==> config.mk <==
export PLATFORM = sky130hd
export DESIGN_NAME = booth_accum_seq
export DESIGN_NICKNAME = d
export VERILOG_FILES = /design/src/rtl/booth_accum_seq.sv
export SDC_FILE = /design/constraint.sdc
export NUM_CORES = 1
export LEC_CHECK = 0
export ABC_AREA = 1
export BUFFER_PORTS_ARGS = -buffer_cell sky130_fd_sc_hd__clkbuf_2
export CORE_MARGIN = 2
export CORE_UTILIZATION = 50
export DETAILED_ROUTE_END_ITERATION = 8
export PLACE_DENSITY = 0.82
export SYNTH_ARGS = -nofsm -noshare
export SYNTH_HDL_FRONTEND = slang
export SYNTH_SLANG_ARGS = --single-unit
==> constraint.sdc <==
create_clock -name clk -period 2.8 [get_ports clk]
set_input_delay 0.28 -clock clk [delete_from_list [all_inputs] [get_ports clk]]
set_output_delay 0.28 -clock clk [all_outputs]
set_load 0.03 [all_outputs]
==> src/rtl/booth_accum_seq.sv <==
// Sequential radix-4 Booth multiplier with accumulate-and-shift datapath.
// Handles signed and unsigned operands through one shared datapath.
module booth_accum_seq #(
    parameter int N = 8
) (
    input  logic           clk,
    input  logic           rst,
    input  logic           start,
    input  logic [N-1:0]   md,
    input  logic [N-1:0]   mr,
    input  logic           is_signed,
    output logic [2*N-1:0] res,
    output logic           busy,
    output logic           done
);

    localparam int E  = N + 2;
    localparam int AW = 2 * N + 4;
    localparam int CW = $clog2(N / 2 + 2);
    localparam logic [CW-1:0] LAST = CW'(N / 2);

    localparam logic [1:0] IDLE = 2'd0;
    localparam logic [1:0] RUN  = 2'd1;
    localparam logic [1:0] DONE = 2'd2;

    if ((N % 2) != 0 || N < 4 || N > 32) begin : g_bad_n
        $error("booth_accum_seq: N must be even and within 4..32");
    end

    logic [1:0]    state;
    logic [E-1:0]  md_ext;
    logic [AW-1:0] acc;
    logic          guard;
    logic [CW-1:0] cnt;

    logic          accept;
    logic [E-1:0]  md_in;
    logic [E-1:0]  mr_in;
    logic [2:0]    win;
    logic [E:0]    md_x;
    logic [E:0]    sel;
    logic          neg;
    logic [E:0]    addend;
    logic [E:0]    hi_x;
    logic [E:0]    sum;
    logic [AW-1:0] acc_nxt;
    logic          guard_nxt;

    assign accept = start && (state == IDLE || state == DONE);
    assign busy   = (state == RUN);
    assign done   = (state == DONE);

    // Operand extension to N+2 bits: sign- or zero-extend by mode.
    always_comb begin
        md_in = {2'b00, md};
        mr_in = {2'b00, mr};
        if (is_signed) begin
            md_in = {{2{md[N-1]}}, md};
            mr_in = {{2{mr[N-1]}}, mr};
        end
    end

    // Booth recode of the low window, add to the upper part, shift by two.
    // The upper part is sign-extended one bit so the add never overflows.
    always_comb begin
        win    = {acc[1], acc[0], guard};
        md_x   = {md_ext[E-1], md_ext};
        sel    = '0;
        neg    = 1'b0;
        case (win)
            3'b001, 3'b010: sel = md_x;
            3'b011:         sel = md_x << 1;
            3'b100: begin
                sel = md_x << 1;
                neg = 1'b1;
            end
            3'b101, 3'b110: begin
                sel = md_x;
                neg = 1'b1;
            end
            default:        sel = '0;
        endcase
        addend    = neg ? ~sel : sel;
        hi_x      = {acc[AW-1], acc[AW-1:E]};
        sum       = hi_x + addend + {{E{1'b0}}, neg};
        acc_nxt   = {sum[E], sum, acc[E-1:2]};
        guard_nxt = acc[1];
    end

    // FSM, iteration counter, accumulator and result register.
    always_ff @(posedge clk) begin
        if (rst) begin
            state  <= IDLE;
            md_ext <= '0;
            acc    <= '0;
            guard  <= 1'b0;
            cnt    <= '0;
            res    <= '0;
        end else if (accept) begin
            state  <= RUN;
            md_ext <= md_in;
            acc    <= {{(AW-E){1'b0}}, mr_in};
            guard  <= 1'b0;
            cnt    <= '0;
        end else if (state == RUN) begin
            acc   <= acc_nxt;
            guard <= guard_nxt;
            cnt   <= cnt + CW'(1);
            if (cnt == LAST) begin
                state <= DONE;
                res   <= acc_nxt[2*N-1:0];
            end
        end else begin
            state <= IDLE;
        end
    end

endmodule
# Yosys cells after proc, flatten, opt, wreduce, memory -nomap -nowiden
# Index checks and enable logic that the tools add are counted.
[word_totals]
output_inout_bits = 18
ff_bits = 51
inputBits = 20
elab_cells = 44
[classes]
add_sub_neg = 3
n_reduce_logical = 10
n_mux = 10
n_eq_ne = 10
bitwise_logic = 3
[ops]
columns = ["operator", "count"]
rows = [
  ["10-bit two-way mux", 4],
  ["11-bit one-hot mux with 2 select lines", 1],
  ["3-bit == test, second input constant", 4],
  ["11-bit by 1-bit adder with 11-bit output", 1],
  ["11-bit adder", 1],
  ["11-bit two-way mux", 1],
  ["11-bit inverter", 1],
  ["3-bit by 2-bit == test with 1-bit output, second input constant", 2],
  ["3-bit OR reduction", 2],
  ["1-bit two-way mux", 4],
  ["2-bit OR reduction", 2],
  ["4-bit OR reduction", 1],
  ["3-bit by 1-bit adder with 3-bit output, second input constant", 1],
  ["3-bit by 1-bit == test with 1-bit output, second input constant", 1],
  ["3-bit by 1-bit inequality test with 1-bit output, second input constant", 1],
  ["3-bit AND reduction", 1],
  ["2-bit by 1-bit == test with 1-bit output, second input constant", 1],
  ["2-bit == test, second input constant", 1],
  ["2-bit logical NOT", 1],
  ["1-bit inverter", 2],
  ["2-bit nonzero test", 1],
  ["1-bit logical AND", 1],
  ["1-bit logical OR", 1],
]

# Longest topological paths before layout
# Gate-level depths: netlist of run 1.
[logic_depth]
depth_word = 9
depth_mapped = 18
depth_no_buf = 17

# Worst setup path before layout of run 1
# No wires, ideal clock.
[synth_path]
path_kind = "register to register"
start = "register acc[0]"
end = "register res[14]"
stages_incl_launch_ff = 15
n_path_buf = 0
slack_ns = 0.343
t_arrival_ns = 2.399
t_required_ns = 2.742
path_cell_list = "dfxtp_1 -> inv_1 -> ha_1 -> mux2i_2 -> o22ai_2 -> xnor2_2 -> fa_1 -> inv_1 -> nand3_1 -> nand2_1 -> a21oi_1 -> or2_1 -> nand3_1 -> o211ai_1 -> inv_1"
[synth_between]
elab_chain_cells = 7
word_cells_on_any_way = 15
[synth_rtl]
columns = ["element", "line", "text"]
rows = [
  ["start, declared", "32", "logic [AW-1:0] acc;"],
  ["start signal, assigned", "102", "acc <= {{(AW-E){1'b0}}, mr_in};"],
  ["start signal, assigned", "106", "acc <= acc_nxt;"],
  ["3-bit == test (tied with other cells)", "70", "case (win)"],
  ["4-bit OR reduction (no source line) / 2-bit OR reduction (equally long branches)", "--", ""],
  ["11-bit one-hot mux with 2 select lines", "70", ""],
  ["11-bit inverter", "83", "addend = neg ? ~sel : sel;"],
  ["11-bit two-way mux", "83", ""],
  ["11-bit adder", "85", "sum = hi_x + addend + {{E{1'b0}}, neg};"],
  ["11-bit by 1-bit adder with 11-bit output *", "85", ""],
  ["end signal, assigned", "111", "res <= acc_nxt[2*N-1:0];"],
  ["end, declared", "12", "output logic [2*N-1:0] res,"],
]
# Mark *: on every way between the ends. The rest lies on a longest branch, timed or not.
# A chain may end at the register's enable or synchronous reset.

# Worst setup path in the final report of run 1
[layout_path]
start = "register acc[0]"
end = "register acc[13]"
[layout_between]
elab_chain_cells = 7
word_cells_on_any_way = 15
[layout_rtl]
columns = ["element", "line"]
rows = [
  ["3-bit == test (tied with other cells)", "70"],
  ["4-bit OR reduction (no source line) / 2-bit OR reduction (equally long branches)", "--"],
  ["11-bit one-hot mux with 2 select lines", "70"],
  ["11-bit inverter", "83"],
  ["11-bit two-way mux", "83"],
  ["11-bit adder", "85"],
  ["11-bit by 1-bit adder with 11-bit output *", "85"],
]
# Marks and branches as above.

==> summary.txt, run 1 <==
=================================================================================
Result of the run                                                    finished, final reports clean
Share of synthesized area occupied by flip-flops and latches                37.2%
Number of clock sinks seen by CTS                                              50
Endpoints failing setup                                                         0
Initial core utilization                                                    52.4%
Die height                                                                77.4 um
Number of DRC markers after the initial detailed-route iteration              194
Part of the total power dissipated in the clock network                     31.7%
Number of distinct library cells after synthesis                               39
Clock period minus final worst setup slack                                2.67 ns
Sum of routed wire length over all layers                                 6.32 mm
Cell depth of the worst hold path                                               3
Vias                                                                        2,492
H-tree depth                                                                    2
Combinational cell fraction of total power                                  22.7%
Synth-to-layout area growth                                                 15.5%
Slowest library cell on the worst path                                       ha_1
Largest driver fanout on the critical path                                      9
Crit path capture type                                                  flip-flop
Kind of launch point of the worst setup path                            flip-flop
Area inside the core boundary                                        0.00514 sq mm
Internal                                                                  1.16 mW
Die outline area                                                     0.00599 sq mm
Flip-flop and latch count after synthesis                                      50
Critical R2R Capture                                                      acc[13]
Via count of the first global-routing pass                                  2,269
Switch share                                                                31.0%
Total number of placement rows                                                 26
Largest net degree at the start of global routing                              24
Total global routing overflow                                                   0
Floorplan die width                                                       77.4 um
Antenna violations before repair                                                0
Routability congestion estimate                                             0.963
Commonest cells after routing, fill and taps aside                   inv_1, nand2_1, dfxtp_1
Startpoint of the tightest hold check path                                  mr[5]
Total Routing Usage GR                                                      21.5%
Register share of total power                                               45.6%
DRC Markers                                                                     0
Max-slew headroom                                                           51.5%
Clock Tree Root                                                          clkbuf_8
Post-detailed-route count of antenna-violating nets                             0
Avg Vias per Cell                                                            5.30
Global-route wire length before repair                                    10.5 mm
Max Cap Violations                                                              0
Count of filler cells inserted in the layout                                  490
Ordered cell list for the critical path                              inv_1 -> ha_1 -> nand2_1 -> nand3_1 -> buf_4 -> xor2_1 -> ha_1 -> nand2_1 -> o21ai_0 -> inv_1 -> nand2_1 -> xor2_1 -> o21ai_1 -> inv_1
Endpoints failing hold                                                          0
Final number of max-transition violations                                       0
Clock Pin Slew Worst Setup and Hold Paths                                 0.10 ns
Clock latency of the later-clocked register in the worst-skew pair        0.31 ns
DRT Pass-1 Iters                                                                5
CTS Buf Count                                                                   5
Worst Setup SP                                                             acc[0]
Ant. Diodes                                                                     0
Syn nets                                                                      394
Delay of the slowest cell on the worst path                               0.40 ns
Max Freq                                                                0.374 GHz
Slack of the worst reg-to-reg path                                        0.13 ns
Yosys warning count                                                             0
Drt wl/cell                                                               13.4 um
Final Core Density                                                          60.5%
Multi-input combinational cell area                                  0.00143 sq mm
Worst-margin pin slew                                                    0.727 ns
Net switching power figure                                                 523 uW
Worst path arrival time                                                   2.94 ns
Worst min-delay path class                                           input pin to flip-flop
Overall power after layout                                                1.69 mW
Worst reg2reg path startpoint                                              acc[0]
Leak pwr                                                                  1.51 nW
Worst endpoint required time                                              3.07 ns
Mean cell area of the mapped netlist                                   7.52 sq um
Layout Skew                                                             0.0120 ns
CTS tree                                                                      yes
NumNets Final                                                                 435
IR Drop Worst-Case VDD                                                 0.000335 V
Count of port buffers added during placement                                   37
WHS Endpoint                                                               acc[5]
Kind of critical path                                                flip-flop to flip-flop
Sequential cell area                                                 0.00100 sq mm
Crit share post-route                                                       95.4%
Number of hold buffers added after cts                                          0
Maximum buffer depth of the clock tree                                          2
Ports placed on the boundary                                                   38
Worst reg2reg path depth                                                       14
Share of layout cells above drive strength 1                                20.5%
Power Dens Cells                                                      542 mW/mm^2
Mapped cell area                                                     0.00269 sq mm
Cell count after synthesis                                                    358
Half-perimeter wire length after detailed placement                       4.70 mm
=================================================================================
-- flip-flops by register name (all words and copies together), names as in the netlist --
signal and flops:
md_ext 9, acc 19, state 2, cnt 3, res 16, guard 1
-- critical path: cells and delay by family, from the launching register on --
kind                     cells  cell delay, ns
AND/OR/NAND/NOR              4            0.43
adder cells (fa/ha/maj)      2            0.61
XOR/XNOR                     2            0.36
buffers and inverters        4            0.46
flip-flops                   1            0.38
AO/OA/AOI/OAI                2            0.38
-- kinds of logic after synthesis --
logic type | share of synthesized area, %
flip-flops | 37.2
AND/OR/NAND/NOR | 19.6
adder cells (fa/ha/maj) | 7.71
buffers and inverters | 11.1
multiplexers | 0.511
AO/OA/AOI/OAI | 19.4
XOR/XNOR | 4.51
-- worst max path at each step --
stage                     endpoint  slack [ns]
after global placement     acc[14]        0.15
after CTS                  acc[14]        0.09
after global routing       res[13]       -0.01
after detailed placement   acc[14]        0.12
after floorplan            res[14]        0.34
final                      acc[13]        0.13
-- layer usage --
layer	track usage [%]	routed length, um
met5	0	0
met1	29.0	2910
met4	4.29	82
met3	3.60	388
met2	36.3	2940
-- repair_timing --
item | in CTS | in global routing
setup buffers | 0 | 0
endpoints found under the setup margin | 0 | 9
gates resized for setup | 0 | 9
-- final cells by class --
type	count	area share, %
clock buffers	5	2.21
clock inverters	3	1.53
inverters	56	6.88
multi-input cells	238	45.8
flip-flops and latches	50	32.2
well taps	70	2.81
repair buffers	47	8.36
repair inverters	1	0.241
-- power by group through the flow --
| stage | Combinational, mW | Sequential (mW) | Clock, mW |
|---|---|---|---|
| floorplan | 0.265 | 0.778 | 0 |
| global placement | 0.354 | 0.783 | 0 |
| detailed placement | 0.363 | 0.784 | 0 |
| CTS | 0.366 | 0.768 | 0.546 |
| global route | 0.424 | 0.773 | 0.573 |
| finish | 0.382 | 0.769 | 0.535 |
-- synth_stat cells --
| library cell | n | share of area, % |
|---|---|---|
| dfxtp_1 | 50 | 37 |
| nand2_1 | 52 | 7.2 |
| buf_6 | 3 | 1.3 |
| a21oi_2 | 1 | 0.33 |
| or2_0 | 1 | 0.23 |
| o22ai_2 | 1 | 0.46 |
| xnor2_2 | 1 | 0.60 |
| nand4_2 | 1 | 0.46 |
| inv_2 | 4 | 0.56 |
| mux2i_2 | 1 | 0.51 |
| nor3_1 | 2 | 0.37 |
| nand4_1 | 2 | 0.46 |
| o21ai_1 | 5 | 0.93 |
| nor2_4 | 2 | 0.84 |
| nor2_1 | 31 | 4.3 |
| o21ai_0 | 27 | 5.0 |
| o21bai_1 | 1 | 0.28 |
| nand3_1 | 20 | 3.7 |
| ha_1 | 15 | 7.0 |
| clkinv_1 | 1 | 0.14 |
| nand3_2 | 1 | 0.37 |
| xnor2_1 | 1 | 0.33 |
| or2_1 | 2 | 0.46 |
| o22ai_1 | 8 | 1.9 |
| a31oi_1 | 6 | 1.4 |
| clkbuf_2 | 1 | 0.19 |
| a221oi_1 | 4 | 1.3 |
| a211oi_1 | 2 | 0.56 |
| o211ai_1 | 3 | 0.84 |
| nand2_2 | 5 | 1.2 |
| inv_1 | 51 | 7.1 |
| buf_4 | 2 | 0.56 |
| clkbuf_1 | 4 | 0.56 |
| a21oi_1 | 28 | 5.2 |
| xor2_1 | 11 | 3.6 |
| fa_1 | 1 | 0.74 |
| a211oi_2 | 2 | 0.93 |
| a21o_1 | 1 | 0.28 |
| buf_2 | 4 | 0.74 |
-- per-stage QoR --
stage / std cells / instance area, sq um / hold WS (ns) / setup TNS, ns / setup WS [ns]
finish: 470 / 3110 / 0.216 / 0 / 0.128
global route: 470 / 3110 / 0.226 / -0.0129 / -0.0129
CTS: 469 / 3070 / 0.215 / 0 / 0.0899
detailed placement: 461 / 2950 / 0.463 / 0 / 0.117
global placement: 461 / 2950 / 0.449 / 0 / 0.147
floorplan: 358 / 2690 / 0.435 / 0 / 0.343
No activity file was read; power rests on OpenSTA's default activity.
==> inputs of run 2 (changes only) <==
--- a/config.mk
+++ b/config.mk
@@ -10,7 +10,7 @@
 export CORE_MARGIN = 2
 export CORE_UTILIZATION = 50
 export DETAILED_ROUTE_END_ITERATION = 8
-export PLACE_DENSITY = 0.82
+export PLACE_DENSITY = 0.71
 export SYNTH_ARGS = -nofsm -noshare
 export SYNTH_HDL_FRONTEND = slang
 export SYNTH_SLANG_ARGS = --single-unit
==> summary.txt, run 2 (synthesis results as in run 1) <==
=================================================================================
Power Dens Cells                                                      535 mW/mm^2   was 542 mW/mm^2
Layout Skew                                                            0.00514 ns   was 0.0120 ns
Clock period minus final worst setup slack                                2.55 ns   was 2.67 ns
Leak pwr                                                                  1.54 nW   was 1.51 nW
Die outline area                                                     0.00599 sq mm   unchanged
Final design instance area without fill                              0.00315 sq mm   was 0.00311 sq mm
Floorplan die width                                                       77.4 um   unchanged
Max Cap Violations                                                              0   unchanged
Max Freq                                                                0.392 GHz   was 0.374 GHz
Net switching power figure                                                 495 uW   was 523 uW
Largest net degree at the start of global routing                              25   was 24
Hold slack                                                               0.221 ns   was 0.216 ns
Kind of launch point of the worst setup path                            flip-flop   unchanged
Switch share                                                                29.4%   was 31.0%
Post-detailed-route count of antenna-violating nets                             0   unchanged
Ant. Diodes                                                                     0   unchanged
Final Core Density                                                          61.2%   was 60.5%
Endpoints failing hold                                                          0   unchanged
Initial core utilization                                                    52.4%   unchanged
Synth-to-layout area growth                                                 16.8%   was 15.5%
Register share of total power                                               45.6%   about the same
Count of port buffers added during placement                                   37   unchanged
Number of DRC markers after the initial detailed-route iteration              172   was 194
Maximum buffer depth of the clock tree                                          2   unchanged
Global-route wire length before repair                                    10.8 mm   was 10.5 mm
Vias                                                                        2,443   was 2,492
Delay of the slowest cell on the worst path                               0.43 ns   was 0.40 ns
Kind of critical path                                                flip-flop to flip-flop   unchanged
Slowest library cell on the worst path                                       fa_1   was ha_1
DRT Pass-1 Iters                                                                4   was 5
Total negative slack for setup checks                                        0 ns   unchanged
Final number of max-transition violations                                       0   unchanged
Max-slew headroom                                                           62.1%   was 51.5%
Total Routing Usage GR                                                      22.5%   was 21.5%
Gate family responsible for the most delay along the worst path       adder cells   unchanged
Top register by number of flip-flops                                          acc   unchanged
Worst path arrival time                                                   2.81 ns   was 2.94 ns
Clock Tree Root                                                          clkbuf_8   unchanged
Commonest cells after routing, fill and taps aside                   inv_1, nand2_1, dfxtp_1   unchanged
Ordered cell list for the critical path                              inv_1 -> ha_4 -> clkinvlp_4 -> o22ai_2 -> xnor2_2 -> fa_1 -> inv_1 -> nand3_1 -> nand2_2 -> a21oi_1 -> or2_1 -> nand3_1 -> o211ai_1 -> inv_1   was inv_1 -> ha_1 -> nand2_1 -> nand3_1 -> buf_4 -> xor2_1 -> ha_1 -> nand2_1 -> o21ai_0 -> inv_1 -> nand2_1 -> xor2_1 -> o21ai_1 -> inv_1
Total number of placement rows                                                 26   unchanged
Worst-margin pin slew                                                    0.568 ns   was 0.727 ns
Buffers plus inverters on the worst setup path                                  4   unchanged
Endpoints failing setup                                                         0   unchanged
Most used cell, CP                                                          inv_1
Half-perimeter wire length after detailed placement                       4.75 mm   was 4.70 mm
Non-filler cells, final                                                       475   was 470
Total global routing overflow                                                   0   unchanged
Crit path capture type                                                  flip-flop   unchanged
H-tree depth                                                                    2   unchanged
Number of clock sinks seen by CTS                                              50   unchanged
Routability congestion estimate                                             0.918   was 0.963
Drt wl/cell                                                               12.9 um   was 13.4 um
Share of layout cells above drive strength 1                                21.5%   was 20.5%
Worst endpoint required time                                              3.05 ns   was 3.07 ns
Sum of routed wire length over all layers                                 6.14 mm   was 6.32 mm
Antenna violations before repair                                                0   unchanged
Max reg flops                                                                  19   unchanged
RSZ-0062 raised after global routing                                           no
CTS Buf Count                                                                   5   unchanged
Area inside the core boundary                                        0.00514 sq mm   unchanged
Largest registers ranked by flip-flop count                          acc x19, res x16, md_ext x9   unchanged
NumNets Final                                                                 441   was 435
Cell count after placement                                                    465   was 461
DRC Markers                                                                     0   unchanged
Area of placed instances                                             0.00298 sq mm   was 0.00295 sq mm
Combinational cell fraction of total power                                  23.4%   was 22.7%
Clock latency of the later-clocked register in the worst-skew pair        0.31 ns   about the same
Ports placed on the boundary                                                   38   unchanged
Via count of the first global-routing pass                                  2,420   was 2,269
Count of filler cells inserted in the layout                                  492   was 490
Worst min-delay path class                                           input pin to flip-flop   unchanged
Die height                                                                77.4 um   unchanged
Largest driver fanout on the critical path                                      5   was 9
Clock Pin Slew Worst Setup and Hold Paths                                 0.09 ns   was 0.10 ns
CTS tree                                                                      yes   unchanged
IR Drop Worst-Case VDD                                                 0.000331 V   was 0.000335 V
Crit share post-route                                                       91.2%   was 95.4%
Part of the total power dissipated in the clock network                     31.0%   was 31.7%
Internal                                                                  1.19 mW   was 1.16 mW
Avg Vias per Cell                                                            5.14   was 5.30
Result of the run                                                    finished, final reports clean   unchanged
=================================================================================
==> run 2: layout make-up <==
type | count | area [sq um] | area share [%]
Multi-Input combinational cell | 238 | 1420 | 45.1
Sequential cell | 50 | 1000 | 31.9
Timing Repair Buffer | 53 | 305 | 9.70
Inverter | 56 | 214 | 6.80
Tap cell | 70 | 87.6 | 2.78
Clock buffer | 6 | 82.6 | 2.62
Clock inverter | 1 | 30.0 | 0.954
Timing Repair inverter | 1 | 5.00 | 0.159
==> run 2: timing repair <==
action | 4_1_cts | 5_1_grt
buffers inserted | 0 | 2
resized for setup | 0 | 8
hold buffers | 0 | 0
setup endpoints to repair | 0 | 11
==> run 2: per-layer routing <==
metal | vias to the layer above | GRT usage (%) | routed length [um]
li1 | 1264 | - | -
met1 | 1106 | 29.0 | 2880
met2 | 63 | 36.7 | 2830
met3 | 10 | 5.23 | 313
met4 | 0 | 8.21 | 117
met5 | - | 0 | 0
==> run 2: per-stage QoR <==
stage / power (mW) / setup slack, ns
floorplan: 1.04 / 0.343
global placement: 1.15 / 0.115
detailed placement: 1.16 / 0.0891
CTS: 1.67 / 0.0698
global route: 1.77 / 0.0221
finish: 1.68 / 0.247
==> run 2: power groups by stage <==
| stage | Combinational, mW | Sequential (mW) | Clock (mW) |
|---|---|---|---|
| detailed placement | 0.374 | 0.783 | 0 |
| finish | 0.394 | 0.767 | 0.522 |
| floorplan | 0.265 | 0.778 | 0 |
| global route | 0.443 | 0.772 | 0.556 |
| CTS | 0.376 | 0.766 | 0.529 |
| global placement | 0.369 | 0.782 | 0 |
==> run 2: path summary, 6_finish.rpt <==
check	endpoint	slack [ns]	cells past startpoint	start
setup / recovery	res[14]	0.25	14	guard
hold / removal	acc[1]	0.22	3	mr[1]
setup reg to reg	res[14]	0.25	14	guard
hold reg to reg	res[5]	0.47	2	acc[7]
==> run 2: tightest hold or removal path, delay by kind of cell <==
kind            cells  cell delay [ns]
compound gates      1             0.07
buf+inv             1             0.08
simple gates        1             0.05
